`src/rtl/flash_read_responder.sv`:
```
// rtl/flash_read_responder.sv - Avalon-MM pipelined read responder backed by a synchronous ROM port
module flash_read_responder #(
  parameter int          DEPTH      = 4,
  parameter int          EXTRA_WAIT = 0,
  parameter logic [22:0] MAX_WORD   = 23'h7FFF,
  parameter logic [31:0] OOB_DATA   = 32'h0000_0000
) (
  input  logic                   fetch_clock,
  input  logic                   reset,
  input  logic                   flash_mem_read,
  input  logic [22:0]            flash_mem_address,
  output logic                   flash_mem_waitrequest,
  output logic [31:0]            flash_mem_readdata,
  output logic                   flash_mem_readdatavalid,
  output logic [22:0]            rom_address,
  output logic                   rom_rden,
  input  logic [31:0]            rom_q,
  input  logic                   stall_inject,
  output logic [$clog2(DEPTH):0] pending_count,
  output logic                   oob_error
);

  localparam int PW = $clog2(DEPTH);
  localparam int CW = PW + 1;
  // WAIT exits when the counter reaches zero, so load one less than the wait length
  localparam logic [3:0] WAIT_LOAD = (EXTRA_WAIT > 0) ? 4'(EXTRA_WAIT - 1) : 4'd0;

  typedef enum logic [2:0] {
    S_IDLE,
    S_READ,
    S_WAIT,
    S_CAPTURE,
    S_RESP
  } state_t;

  state_t        state;
  logic [22:0]   queue_mem [DEPTH];
  logic [PW-1:0] head;
  logic [PW-1:0] tail;
  logic [CW-1:0] count;
  logic [22:0]   addr_reg;
  logic [3:0]    wait_cnt;
  logic [31:0]   readdata_r;
  logic          readdatavalid_r;
  logic          push;
  logic          pop;
  logic [22:0]   head_addr;

  // Backpressure looks only at the registered count; a same-cycle pop does not free a slot early
  assign flash_mem_waitrequest   = (count == CW'(DEPTH)) || stall_inject;
  assign push                    = flash_mem_read && !flash_mem_waitrequest;
  assign pop                     = ((state == S_IDLE) || (state == S_RESP)) && (count != '0);
  assign head_addr               = queue_mem[head];
  assign pending_count           = count;
  assign flash_mem_readdata      = readdata_r;
  assign flash_mem_readdatavalid = readdatavalid_r;

  // Request address storage; contents are don't-care until written, so no reset
  always_ff @(posedge fetch_clock) begin
    if (push) begin
      queue_mem[tail] <= flash_mem_address;
    end
  end

  // Queue pointers and occupancy; a simultaneous push and pop leaves the count unchanged
  always_ff @(posedge fetch_clock or posedge reset) begin
    if (reset) begin
      head  <= '0;
      tail  <= '0;
      count <= '0;
    end else begin
      if (push) begin
        tail <= tail + PW'(1);
      end
      if (pop) begin
        head <= head + PW'(1);
      end
      case ({push, pop})
        2'b10:   count <= count + CW'(1);
        2'b01:   count <= count - CW'(1);
        default: count <= count;
      endcase
    end
  end

  // Service engine: pop, drive the ROM, optionally wait, capture, then present the response
  always_ff @(posedge fetch_clock or posedge reset) begin
    if (reset) begin
      state           <= S_IDLE;
      addr_reg        <= '0;
      rom_address     <= '0;
      rom_rden        <= 1'b0;
      wait_cnt        <= '0;
      readdata_r      <= '0;
      readdatavalid_r <= 1'b0;
      oob_error       <= 1'b0;
    end else begin
      readdatavalid_r <= 1'b0;
      case (state)
        S_IDLE: begin
          if (pop) begin
            addr_reg    <= head_addr;
            rom_address <= head_addr;
            rom_rden    <= (head_addr <= MAX_WORD);
            state       <= S_READ;
          end
        end
        S_READ: begin
          rom_rden <= 1'b0;
          if (EXTRA_WAIT > 0) begin
            wait_cnt <= WAIT_LOAD;
            state    <= S_WAIT;
          end else begin
            state <= S_CAPTURE;
          end
        end
        S_WAIT: begin
          if (wait_cnt == 4'd0) begin
            state <= S_CAPTURE;
          end else begin
            wait_cnt <= wait_cnt - 4'd1;
          end
        end
        S_CAPTURE: begin
          readdatavalid_r <= 1'b1;
          if (addr_reg > MAX_WORD) begin
            readdata_r <= OOB_DATA;
            oob_error  <= 1'b1;
          end else begin
            readdata_r <= rom_q;
          end
          state <= S_RESP;
        end
        S_RESP: begin
          if (pop) begin
            addr_reg    <= head_addr;
            rom_address <= head_addr;
            rom_rden    <= (head_addr <= MAX_WORD);
            state       <= S_READ;
          end else begin
            state <= S_IDLE;
          end
        end
        default: state <= S_IDLE;
      endcase
    end
  end

endmodule

```
`config.mk`:
```
export PLATFORM = sky130hd
export DESIGN_NAME = flash_read_responder
export DESIGN_NICKNAME = d
export VERILOG_FILES = /design/src/rtl/flash_read_responder.sv
export SDC_FILE = /design/constraint.sdc
export NUM_CORES = 1
export LEC_CHECK = 0
export BUFFER_PORTS_ARGS = -buffer_cell sky130_fd_sc_hd__buf_4
export CORE_AREA = 3 3 107 109
export DETAILED_ROUTE_END_ITERATION = 12
export DIE_AREA = 0 0 110 112
export PLACE_DENSITY = 0.84
export SYNTH_ARGS = -nofsm -noshare
export SYNTH_HDL_FRONTEND = slang
export SYNTH_SLANG_ARGS = --single-unit
```
`constraint.sdc`:
```
create_clock -name fetch_clock -period 6.8 [get_ports fetch_clock]
set_input_delay 0 -clock fetch_clock [delete_from_list [all_inputs] [get_ports fetch_clock]]
set_output_delay 0 -clock fetch_clock [all_outputs]
set_load 0.01 [all_outputs]
```
==> results.cfg, run 1 <==
[sta]
final_hold_viol_count = 0
clock-skew-final_ps = 13.0
maxSlewViolCount = 0
post-route-worst-setup-slack_ps = 4190
fin_tns_setup_ps = 0
timing.final.crit_share = 0.384
highest_clock_rate_ghz = 0.383
tightest_slew_ps = 1200
rsz_0062_raised_after_global_routing = false
post-route-min-period_ps = 2610
maxSlewHeadroom = 0.198
setup_viol = 0

[floorplanning]
die_footprint_um2 = 12300
num_rows = 38
die_width_um = 110
starting_density_of_the_core = 0.584
io_pins = 121
core_um2 = 10700
die_h_um = 112

[power]
intPower_w = 0.00220
power.density_cell_area_nw_per_um2 = 372
max-vdd-ir-drop_mv = 0.211
netSwitchingPower_w = 0.000914
leakage_nw = 3.49
p_comb_frac = 0.264
clock_power_share = 0.285
power_frac_seq = 0.451
power.share.switching = 0.294

[synthesis]
register_bit_total_from_synthesis = 164
synth_sequential_area_ratio = 0.730
synth_warnings = 0
synthesis.nets = 391
synthDominantCellAreaShare = 0.442
synth_area_leader = edfxtp_1
synthesis.instances = 325
ys_top_cells_by_area = edfxtp_1 (44%), dfrtp_1 (29%), mux4_2 (7.6%)
postSynthAreaPerCell_um2 = 19.2
ys_types = 38
synthesis.area_um2 = 6250

[global_routing]
groute.layer.met2.usage = 0.401
grt_first_pass_wirelength_um = 20200
grt.busiest_layer = met2
gr-total-overflow = 0
first_global_vias = 3975
grtUsageMet1 = 0.261
grt_util_met3 = 0.0493
track_usage = 0.222
grt_max_degree = 73
antenna_found_initial = 0

[placement]
dp_hpwl_um = 7470
buffer_ports.inserted = 120
gp_congestion = 0.774
preCtsSetupSlack_ps = 4180

[outcome]
run_status = finished, final reports clean

[setup_path]
crit_path_end_kind = flip-flop
cells_traversed_along_the_worst_timing_path = nor2_1, a211oi_1, and2_1
critical_path_peak_fanout = 23
worst_setup_path_start_kind = flip-flop
timing.setup.critical_path_class = flip-flop to flip-flop
maximum_cell_stage_delay_along_the_critical_path_ps = 1030
crit_arrival_ps = 2720
timing.critical_path.slowest_stage_cell = and2_1
cp.required_ps = 6920

[final_layout]
layout.filler_cells = 554
syn2layout_area_growth_pct = 33.7
drive_gt1_frac = 0.392
regArea_um2 = 4570
largest_reg_flops = 92
footprint_of_the_multi_input_gates_um2 = 1490
antenna_cell_count = 0
nets = 574

[cts]
clock_sink_count = 164
clock_tree.buffer_depth = 2
clock-root-buffer = clkbuf_8
hold_buffers = 58
number_of_buffers_added_for_setup_after_cts = 0
cts_made_buffers = 17
tritoncts_clock_tree = yes
htreeDepth = 4
clk-insertion-delay-late_ps = 510
post_cts.resized_instances = 0
clkSlewWorstSetupHoldPaths_ps = 70

[drt]
drc_errors = 0
dr_total_vias = 3586
avgRoutedWirePerCell_um = 19.8
detail_route.wirelength_um = 13100
detailedRoute.firstPassIterationCount = 4
drtIter0Drc = 208
postRouteAntennaNets = 0
viasPerCell = 5.43

[run]
drv.max_cap_violation_count = 0

[worst_hold_path]
worst_hold_path_type = input pin to flip-flop
==> cell families (layout without fill, tap and decap cells) <==
group,count (synthesis),in the layout,synth area share
muxes,49,49,0.131
buffers and inverters,31,227,0.0304
AOI/OAI and AO/OA,40,40,0.0539
and+or+nand+nor,25,25,0.0268
xor gates and xnor gates,9,9,0.0126
adders and majority gates,7,7,0.0152
DFF,164,164,0.730
==> critical path, delay by kind of cell (launching register included) <==
| kind | cells | cell delay (ps) |
|---|---|---|
| DFF | 1 | 440 |
| AOI/OAI and AO/OA | 1 | 660 |
| and+or+nand+nor | 2 | 1110 |
==> final cells by class <==
class | count | share of cell area
Clock inverter | 11 | 0.0108
Clock buffer | 21 | 0.0563
Tap cell | 140 | 0.0210
Inverter | 14 | 0.00644
Multi-Input combinational cell | 130 | 0.179
Sequential cell | 164 | 0.547
Timing Repair Buffer | 181 | 0.180
==> synth_stat cells <==
library cell  count
inv_1            14
or4b_2            1
and2_1            4
buf_6             7
buf_12            1
dfrtp_1          72
mux4_1            2
xnor2_1           6
o31ai_1           1
ha_1              6
nor3b_1           1
mux2_2           23
nor3_4            1
a21oi_1           1
a22o_1           32
xor2_1            3
a211oi_1          1
nand3b_1          1
nor3_1            3
mux2i_1           2
o21ai_0           2
mux2_1            1
or4_1             1
a211o_1           1
mux4_2           21
edfxtp_1         92
nand2b_1          2
fa_1              1
or4_4             1
or3_1             2
nor4_1            3
a21o_1            1
clkbuf_2          1
clkbuf_1          5
a32o_1            1
buf_2             3
or3b_2            1
nor2_1            4
==> power by group through the flow <==
stage                     Combinational, W  Clock, W  Sequential (W)
after floorplan                   0.000572         0         0.00136
after global placement            0.000765         0         0.00141
after detailed placement          0.000792         0         0.00142
after CTS                         0.000823  0.000898         0.00140
after global routing              0.000882  0.000948         0.00144
final                             0.000820  0.000888         0.00140
==> layout by cell type (no fill, tap or decap), types with 3 or more instances in the layout <==
| master | Yosys | routed |
|---|---|---|
| a22o_1 | 32 | 32 |
| and2_1 | 4 | 4 |
| buf_4 | 0 | 123 |
| clkbuf_16 | 0 | 17 |
| clkbuf_8 | 0 | 3 |
| clkinv_2 | 0 | 3 |
| clkinv_4 | 0 | 3 |
| dfrtp_1 | 72 | 71 |
| dlygate4sd3_1 | 0 | 58 |
| edfxtp_1 | 92 | 92 |
| ha_1 | 6 | 6 |
| inv_1 | 14 | 13 |
| inv_6 | 0 | 4 |
| mux2_2 | 23 | 23 |
| mux4_2 | 21 | 21 |
| nor2_1 | 4 | 4 |
| nor3_1 | 3 | 3 |
| nor4_1 | 3 | 3 |
| xnor2_1 | 6 | 6 |
| xor2_1 | 3 | 3 |
==> final timing paths <==
| kind | cells past startpoint | startpoint | end | slack, ps |
|---|---|---|---|---|
| setup reg to reg | 3 | pending_count[0] | queue_mem[1][16] | 4190 |
| min in group asynchronous | 4 | reset | pending_count[2] | 330 |
| hold / removal | 4 | flash_mem_read | tail[1] | 20 |
| max in group asynchronous | 4 | reset | head[0] | 5830 |
| hold reg to reg | 1 | oob_error | oob_error | 470 |
| setup / recovery | 3 | pending_count[0] | queue_mem[1][16] | 4190 |
==> stage by stage <==
step | instance area (µm²) | hold slack [ps] | cells | total power [W] | util
2_1_floorplan | 6250 | 98.9 | 325 | 0.00193 | -
3_3_place_gp | 7210 | 198 | 571 | 0.00217 | 0.674
3_5_place_dp | 7210 | 204 | 571 | 0.00221 | 0.674
4_1_cts | 8350 | 0.376 | 661 | 0.00312 | 0.781
5_1_grt | 8350 | 27.7 | 661 | 0.00326 | 0.781
6_report | 8350 | 21.9 | 661 | 0.00311 | 0.781
==> metal layers <==
metal,vias up,routed length [µm]
met5,-,0
li1,1632,-
met3,13,808
met2,136,7050
met1,1805,5130
met4,0,121
Power figures use the tool's default switching activity.
==> run 2, diff against run 1 <==
- CORE_AREA: 3 3 107 109 -> 3 3 117 119
- DIE_AREA: 0 0 110 112 -> 0 0 120 122
- PLACE_DENSITY: 0.84 -> 0.74
- clock period: 6.8 -> 2.4 ns (I/O delays scaled with it)
==> run 2 against run 1 <==
Sequential power rose to 2.8 times the previous value; first-iteration DRC count down 13%; via count up 0.75%; cell count up 6.5%; critical path type unchanged; hold slack better by 57 ps; sequential share of layout area down 0.61 points; clock power rose to 2.7 times the previous value; routed wire length down 2.0%; die area up 19%; design area up 1.1%; critical path depth up 6; total power rose to 2.8 times the previous value.
==> results.cfg, run 2 (synthesis results as in run 1) <==
[placement]
placed_cells_incl_taps = 616
dp_hpwl_um = 7870
buffer_ports.inserted = 120
placed_cell_area_um2 = 7360
gp_congestion = 0.711

[cts]
clock_tree.buffer_depth = 2
clock-root-buffer = clkbuf_16
clk-insertion-delay-late_ps = 420
number_of_buffers_added_for_setup_after_cts = 0
clkSlewWorstSetupHoldPaths_ps = 60
htreeDepth = 4
tritoncts_clock_tree = yes
clock_sink_count = 164
cts_made_buffers = 17

[global_routing]
first_global_vias = 3935
antenna_found_initial = 0
grt_max_degree = 40
gr-total-overflow = 0
grt_first_pass_wirelength_um = 20500
track_usage = 0.188

[worst_hold_path]
whs_endpoint = tail[0]
worstHoldStart = stall_inject
worst_hold_path.num_cells = 4
worst_hold_path_type = input pin to flip-flop

[power]
leakage_nw = 3.54
power.density_cell_area_nw_per_um2 = 1030
design_power_total_w = 0.00874
max-vdd-ir-drop_mv = 0.769

[setup_path]
r2r.worst_path.cells = 9
worst_setup_path_start_kind = flip-flop
crit_path_end_kind = flip-flop
r2r_setup_slack_ps = 300
endpoint_of_the_lowest_slack_register_to_register_path = pending_count[2]
critical_path_peak_fanout = 6
timing.critical_path.slowest_stage_cell = a211oi_1
reg2reg_from = pending_count[0]
crit_arrival_ps = 2400
timing.setup.critical_path_class = flip-flop to flip-flop
cells_traversed_along_the_worst_timing_path = nor2_1, a211oi_1, inv_1, ha_1, inv_1, fa_1, xor2_1, nor2_1, xor2_1
critPathTopFamily = compound AO/OA/AOI/OAI gates
maximum_cell_stage_delay_along_the_critical_path_ps = 510
cp_num_buf_inv = 2
cp.required_ps = 2700

[sta]
timing.final.crit_share = 0.876
setup_viol = 0
highest_clock_rate_ghz = 0.476
clock-skew-final_ps = 6.20
final_hold_viol_count = 0
maxSlewHeadroom = 0.536
fin_tns_setup_ps = 0
rsz_0062_raised_after_global_routing = false
post-route-min-period_ps = 2100
maxSlewViolCount = 0
final_hold_slack_ps = 79.0
tightest_slew_ps = 695

[drt]
detailedRoute.firstPassIterationCount = 4
detail_route.wirelength_um = 12800
drc_errors = 0
drtIter0Drc = 180
postRouteAntennaNets = 0
avgRoutedWirePerCell_um = 18.2
dr_total_vias = 3613
viasPerCell = 5.13

[floorplanning]
num_rows = 41
starting_density_of_the_core = 0.493
core_um2 = 12700
die_footprint_um2 = 14600
io_pins = 121
die_width_um = 120
die_h_um = 122

[final_layout]
layoutNonFillerInstCount = 704
drive_gt1_frac = 0.398
post-route-cell-area_um2 = 8450
syn2layout_area_growth_pct = 35.2
largest_reg_flops = 92
most_frequent_standard_cell_in_the_layout_excluding_fill_and_tap_cells = buf_4
final_cell_mix = buf_4 (135), edfxtp_1 (92), dfrtp_1 (71), dlygate4sd3_1 (56), a22o_1 (32)
layout.filler_cells = 808
antenna_cell_count = 0
nets = 585

[outcome]
run_status = finished, final reports clean

[run]
drv.max_cap_violation_count = 0
[run 2: changes by cell type in the layout (fill, tap and decap cells not counted), sizes merged]
cell,previous run,this run
clkbuf,21,18
buf,123,136
bufinv,0,1
clkinv,6,13
inv,18,13
dlygate4sd3,58,56
[run 2: power breakdown]
group | internal (W) | leakage (nW) | switching [W] | total, W
Sequential | 0.00350 | 1.76 | 0.000363 | 0.00386
Combinational | 0.00136 | 1.52 | 0.00113 | 0.00248
Clock | 0.00139 | 0.260 | 0.00100 | 0.00240
[run 2: how the worst max path moves through the flow]
| stage | startpoint | depth (start not counted) | to |
|---|---|---|---|
| final | pending_count[0] | 9 | pending_count[2] |
| after global placement | pending_count[2] | 9 | pending_count[2] |
| after CTS | pending_count[0] | 9 | pending_count[2] |
| after detailed placement | pending_count[0] | 9 | pending_count[2] |
| after global routing | pending_count[0] | 9 | pending_count[2] |
| after floorplan | pending_count[2] | 11 | pending_count[2] |
[run 2: cell type report]
class,instances,area [µm²],area share
clock buffers,18,429,0.0508
repair buffers,192,1590,0.189
clock inverters,14,95.1,0.0113
multi-input cells,130,1490,0.177
flip-flops and latches,164,4570,0.541
well taps,172,215,0.0255
inverters,14,53.8,0.00637
[run 2: per-layer routing]
metal  vias to the layer above  global-route usage  routed length, µm
li1                       1663                   -                  -
met1                      1805               0.225               5350
met2                       126               0.313               6410
met3                        19              0.0738                899
met4                         0              0.0644                191
met5                         -                   0                  0
[run 2: repair_timing]
action | 4_1_cts | 5_1_grt
setup endpoints to repair | 0 | 0
hold buffers | 56 | 0
hold endpoints to repair | 162 | 0
gates resized for setup | 0 | 0
[run 2: metrics by stage]
stage,util,worst slack (ps)
global placement,0.581,409
finish,0.667,297
floorplan,-,170
detailed placement,0.581,291
global route,0.667,117
CTS,0.667,277
[run 2: worst reg2reg max path: cells and delay by family, from the launching register on]
| kind | cells | cell delay [ps] |
|---|---|---|
| AOI/OAI and AO/OA | 1 | 510 |
| DFF | 1 | 440 |
| adders and majority gates | 2 | 410 |
| xor gates and xnor gates | 2 | 300 |
| buffers and inverters | 2 | 180 |
| and+or+nand+nor | 2 | 150 |
